### src/rtl/uart_tx_ctrl.sv
// rtl/uart_tx_ctrl.sv - UART transmit frame sequencer driving the output mux (parity state under UART_TX_PARITY_EN)
module uart_tx_ctrl #(
    parameter int CLKS_PER_BIT = 16,
    parameter int DATA_BITS    = 8
) (
    input  logic                 clk,
    input  logic                 rst_n,
    input  logic                 tx_start,
    input  logic [DATA_BITS-1:0] tx_data,
    input  logic                 parity_odd,
    output logic [1:0]           select,
    output logic                 data_bit,
    output logic                 parity_bit,
    output logic                 tx_busy,
    output logic                 tx_done
);

    localparam int CW = (CLKS_PER_BIT > 1) ? $clog2(CLKS_PER_BIT) : 1;
    localparam int IW = $clog2(DATA_BITS);
    localparam logic [CW-1:0] CNT_LAST = CW'(CLKS_PER_BIT - 1);
    localparam logic [IW-1:0] IDX_LAST = IW'(DATA_BITS - 1);

    localparam logic [1:0] SEL_START  = 2'b00;
    localparam logic [1:0] SEL_DATA   = 2'b01;
    localparam logic [1:0] SEL_PARITY = 2'b10;
    localparam logic [1:0] SEL_STOP   = 2'b11;

`ifdef UART_TX_PARITY_EN
    typedef enum logic [2:0] {IDLE, START, DATA, PARITY, STOP} state_t;
`else
    typedef enum logic [2:0] {IDLE, START, DATA, STOP} state_t;
`endif

    state_t               state, state_next;
    logic [CW-1:0]        cnt, cnt_next;
    logic [IW-1:0]        idx, idx_next;
    logic [DATA_BITS-1:0] shreg, shreg_next;
    logic [1:0]           select_next;
    logic                 data_bit_next;
    logic                 busy_next;
    logic                 done_next;
    logic                 at_end;

`ifdef UART_TX_PARITY_EN
    logic                 parity_next;
`else
    logic                 unused_parity_odd;
    assign unused_parity_odd = parity_odd;
    assign parity_bit        = 1'b0;
`endif

    always_ff @(posedge clk or negedge rst_n) begin
        if (!rst_n) begin
            state      <= IDLE;
            cnt        <= '0;
            idx        <= '0;
            shreg      <= '0;
            select     <= SEL_STOP;
            data_bit   <= 1'b0;
            tx_busy    <= 1'b0;
            tx_done    <= 1'b0;
`ifdef UART_TX_PARITY_EN
            parity_bit <= 1'b0;
`endif
        end else begin
            state      <= state_next;
            cnt        <= cnt_next;
            idx        <= idx_next;
            shreg      <= shreg_next;
            select     <= select_next;
            data_bit   <= data_bit_next;
            tx_busy    <= busy_next;
            tx_done    <= done_next;
`ifdef UART_TX_PARITY_EN
            parity_bit <= parity_next;
`endif
        end
    end

    // Counter clears on every state change so each bit is exactly CLKS_PER_BIT cycles.
    always_comb begin
        state_next    = state;
        cnt_next      = cnt;
        idx_next      = idx;
        shreg_next    = shreg;
        select_next   = select;
        data_bit_next = data_bit;
        busy_next     = tx_busy;
        done_next     = 1'b0;
`ifdef UART_TX_PARITY_EN
        parity_next   = parity_bit;
`endif
        at_end        = (cnt == CNT_LAST);

        case (state)
            IDLE: begin
                select_next = SEL_STOP;
                busy_next   = 1'b0;
                cnt_next    = '0;
                idx_next    = '0;
                if (tx_start) begin
                    shreg_next    = tx_data;
                    data_bit_next = tx_data[0];
`ifdef UART_TX_PARITY_EN
                    parity_next   = parity_odd ? ~^tx_data : ^tx_data;
`endif
                    state_next    = START;
                    select_next   = SEL_START;
                    busy_next     = 1'b1;
                end
            end
            START: begin
                if (at_end) begin
                    state_next  = DATA;
                    select_next = SEL_DATA;
                    cnt_next    = '0;
                end else begin
                    cnt_next = cnt + 1'b1;
                end
            end
            DATA: begin
                if (at_end) begin
                    cnt_next      = '0;
                    shreg_next    = {1'b0, shreg[DATA_BITS-1:1]};
                    data_bit_next = shreg[1];
                    if (idx == IDX_LAST) begin
                        idx_next    = '0;
`ifdef UART_TX_PARITY_EN
                        state_next  = PARITY;
                        select_next = SEL_PARITY;
`else
                        state_next  = STOP;
                        select_next = SEL_STOP;
`endif
                    end else begin
                        idx_next = idx + 1'b1;
                    end
                end else begin
                    cnt_next = cnt + 1'b1;
                end
            end
`ifdef UART_TX_PARITY_EN
            PARITY: begin
                if (at_end) begin
                    state_next  = STOP;
                    select_next = SEL_STOP;
                    cnt_next    = '0;
                end else begin
                    cnt_next = cnt + 1'b1;
                end
            end
`endif
            STOP: begin
                if (at_end) begin
                    state_next  = IDLE;
                    select_next = SEL_STOP;
                    busy_next   = 1'b0;
                    done_next   = 1'b1;
                    cnt_next    = '0;
                end else begin
                    cnt_next = cnt + 1'b1;
                end
            end
            default: begin
                state_next  = IDLE;
                select_next = SEL_STOP;
                busy_next   = 1'b0;
                cnt_next    = '0;
                idx_next    = '0;
            end
        endcase
    end

endmodule

### config.mk
export PLATFORM = sky130hd
export DESIGN_NAME = uart_tx_ctrl
export DESIGN_NICKNAME = d
export VERILOG_FILES = /design/src/rtl/uart_tx_ctrl.sv
export SDC_FILE = /design/constraint.sdc
export NUM_CORES = 1
export LEC_CHECK = 0
export ABC_AREA = 1
export BUFFER_PORTS_ARGS = -buffer_cell sky130_fd_sc_hd__buf_2
export CORE_MARGIN = 2
export CORE_UTILIZATION = 55
export DETAILED_ROUTE_END_ITERATION = 8
export GPL_TIMING_DRIVEN = 0
export MAX_ROUTING_LAYER = met4
export PLACE_DENSITY_LB_ADDON = 0.2
export SLEW_MARGIN = 40
export SYNTH_ARGS = -nofsm -noshare
export SYNTH_HDL_FRONTEND = slang
export SYNTH_SLANG_ARGS = --single-unit
### constraint.sdc
create_clock -name clk -period 2.3 [get_ports clk]
set_clock_uncertainty 0.2 [all_clocks]
set_input_delay 0.23 -clock clk [delete_from_list [all_inputs] [get_ports clk]]
set_output_delay 0.23 -clock clk [all_outputs]
set_load 0.02 [all_outputs]
==> results_dict.tcl <==
set metrics [dict create \
    die_h_um 50.1 \
    final_common_cell "nand2_1" \
    mostFrequentLayoutCells "nand2_1 (27), dfrtp_1 (19), buf_2 (15)" \
    syn_area_per_cell_um2 9.34 \
    setup.worst_path.class "flip-flop to flip-flop" \
    vias 839 \
    status "finished, final reports clean" \
    synthesis.area_um2 1170 \
    rows 16 \
    grt_start_max_net_pins 22 \
    setup_violations 0 \
    timing.rr.start "state[0]$_DFFE_PN0P_" \
    finalWirelength_um 1880 \
    cts_hold_buf 2 \
    dr.first_iter.drc_count 7 \
    grt_pass1_vias 752 \
    fin_tns_setup_ps 0 \
    cts_tree "done" \
    numCtsBuffers 3 \
    die-area_um2 2510 \
    cts_resized 0 \
    port_buffers 15 \
    yosysWarnings 0 \
    antenna_cells 0 \
    rrSetupSlack_ps 520 \
    hp-class "input port to flip-flop" \
    wl_met3_um 57 \
    fmax_mhz 561 \
    io_pins 18 \
    crit_start "state[0]$_DFFE_PN0P_" \
    worstPathRequired_ps 2340 \
    core_area_um2 1980 \
    cts_root_buf "clkbuf_4" \
    antenna_found_initial 0 \
    slew_violations 0 \
    route.met2.wl_um 860 \
    drive_gt1_frac 0.322 \
    powerDensity_nw_per_um2 1390 \
    dieWidth_um 50.1 \
    top_layer "met4" \
    grt_pass1_wl_um 3260 \
    critPathLaunchType "flip-flop" \
    gp_congestion 0.839 \
    fin_crit_ps 1780 \
    yosys.cell_types.count 25 \
    period_share 0.775 \
    place_area_um2 1280 \
    htreeDepth 1 \
    cts.path.max_buffers 2 \
    p_leak_nw 0.685 \
    fin_nets 168 \
    crit_end "shreg[7]$_DFFE_PN0P_" \
    synth_nets 146 \
    dp_hpwl_um 1340 \
    synth-seq-cells 21 \
    start_util 0.589 \
    wl_per_cell_um 10.8 \
    fin_area_um2 1320 \
    first_pass_iters 4 \
    finalHoldViolations 0 \
    multi_input_area_um2 571 \
    grt_usage 0.177 \
    cts_setup_buffers 0 \
    n_fill_cell 171 \
    peakVddDrop_v 0.000956 \
    drc_errors 0 \
    wl_met1_um 932 \
    critPathCaptureType "flip-flop" \
    cts.clk_slew.worst_paths_ps 110 \
    cap_violations 0 \
    rsz0062_at_grt "false" \
    drt-vias-per-instance 4.85 \
    critPathMaxFanout 10 \
    worstHoldStart "tx_start" \
    critPathArrivalTime_ps 1820 \
    syn2layout_area_growth_pct 13.3 \
    cts.sinks 21 \
    grt.overflow.total 0 \
    syn_inst 125 \
    ant_nets 0 \
    insertion_delay_ps 300 \
    r2r-end "shreg[7]$_DFFE_PN0P_" \
    ys_seq_area_frac 0.452 \
    r2r_cells 8 \
    seq_area_um2 528 \
]
flip-flops by register name, summed over array words and instances (netlist names):
register and cells:
shreg 8, cnt 4, idx 3, select 2, state 2, tx_busy 1
tx_done 1
worst min-delay path by stage:
stage                     cells past startpoint                  end  slack (ps)
final                                         3  tx_busy$_DFFE_PN0P_          50
after global routing                          3  tx_busy$_DFFE_PN0P_          90
after CTS                                     3  tx_busy$_DFFE_PN0P_          40
after detailed placement                      1     cnt[2]$_DFF_PN0_          10
after global placement                        1     cnt[0]$_DFF_PN0_           7
after floorplan                               0     cnt[0]$_DFF_PN0_        -270
Yosys cell counts:
| cell type | instances | area (µm²) |
|---|---|---|
| nand2_1 | 27 | 101 |
| dfrtp_1 | 19 | 475 |
| nor2_1 | 11 | 41.3 |
| o21ai_0 | 11 | 55.1 |
| ha_1 | 9 | 113 |
| o21ai_2 | 8 | 70.1 |
| inv_1 | 7 | 26.3 |
| or2_2 | 5 | 31.3 |
| nand2_2 | 3 | 18.8 |
| nand3_1 | 3 | 15.0 |
| buf_4 | 2 | 15.0 |
| dfstp_2 | 2 | 52.6 |
| inv_2 | 2 | 7.51 |
| nand2_4 | 2 | 22.5 |
| nand4_1 | 2 | 12.5 |
| o21ai_1 | 2 | 10.0 |
| or2_1 | 2 | 12.5 |
| a21oi_1 | 1 | 5.00 |
| buf_12 | 1 | 20.0 |
| conb_1 | 1 | 3.75 |
| nand3_2 | 1 | 10.0 |
| nor2_4 | 1 | 11.3 |
| nor2_8 | 1 | 20.0 |
| or2_4 | 1 | 8.76 |
| xor2_1 | 1 | 8.76 |
cell families after synthesis:
family          count (synthesis)  synth area share
simple gates                   59             0.262
buf+inv                        12            0.0590
other cells                     1           0.00321
fa+ha+maj                       9            0.0965
compound gates                 22             0.120
xor+xnor                        1           0.00750
flops                          21             0.452
final cells by class:
type	count	share of cell area
Multi-Input combinational cell	92	0.431
Sequential cell	21	0.399
Timing Repair Buffer	17	0.0719
Buffer	3	0.0265
Inverter	9	0.0255
Tap cell	27	0.0255
Clock buffer	4	0.0199
routing by layer:
layer	vias to the layer above	GRT usage
met2	15	0.265
met5	-	-
met4	0	0.0694
met1	383	0.234
li1	437	-
met3	4	0.0364
metrics by stage:
stage               hold slack (ps)  total power, mW  instances  utilization  setup slack [ps]
global route                   89.6             2.02        173        0.667               397
detailed placement             12.9             1.67        167        0.644               555
finish                         52.0             1.84        173        0.667               518
global placement               6.51             1.63        167        0.644               590
CTS                            44.3             1.86        173        0.667               516
floorplan                      -266             1.47        125            -               705
worst max-delay path: stages, from the launching register on:
cell,delay (ps)
dfrtp_1,450
inv_1,110
ha_1,280
nor2_1,250
nor2_4,80
nand2_4,110
buf_12,150
nand2_2,50
o21ai_2,40
power breakdown:
group          total, mW  switching (mW)  internal (mW)
clock              0.178           0.110         0.0676
combinational       1.03           0.618          0.408
sequential         0.638          0.0983          0.539
Power figures use the tool's default switching activity.
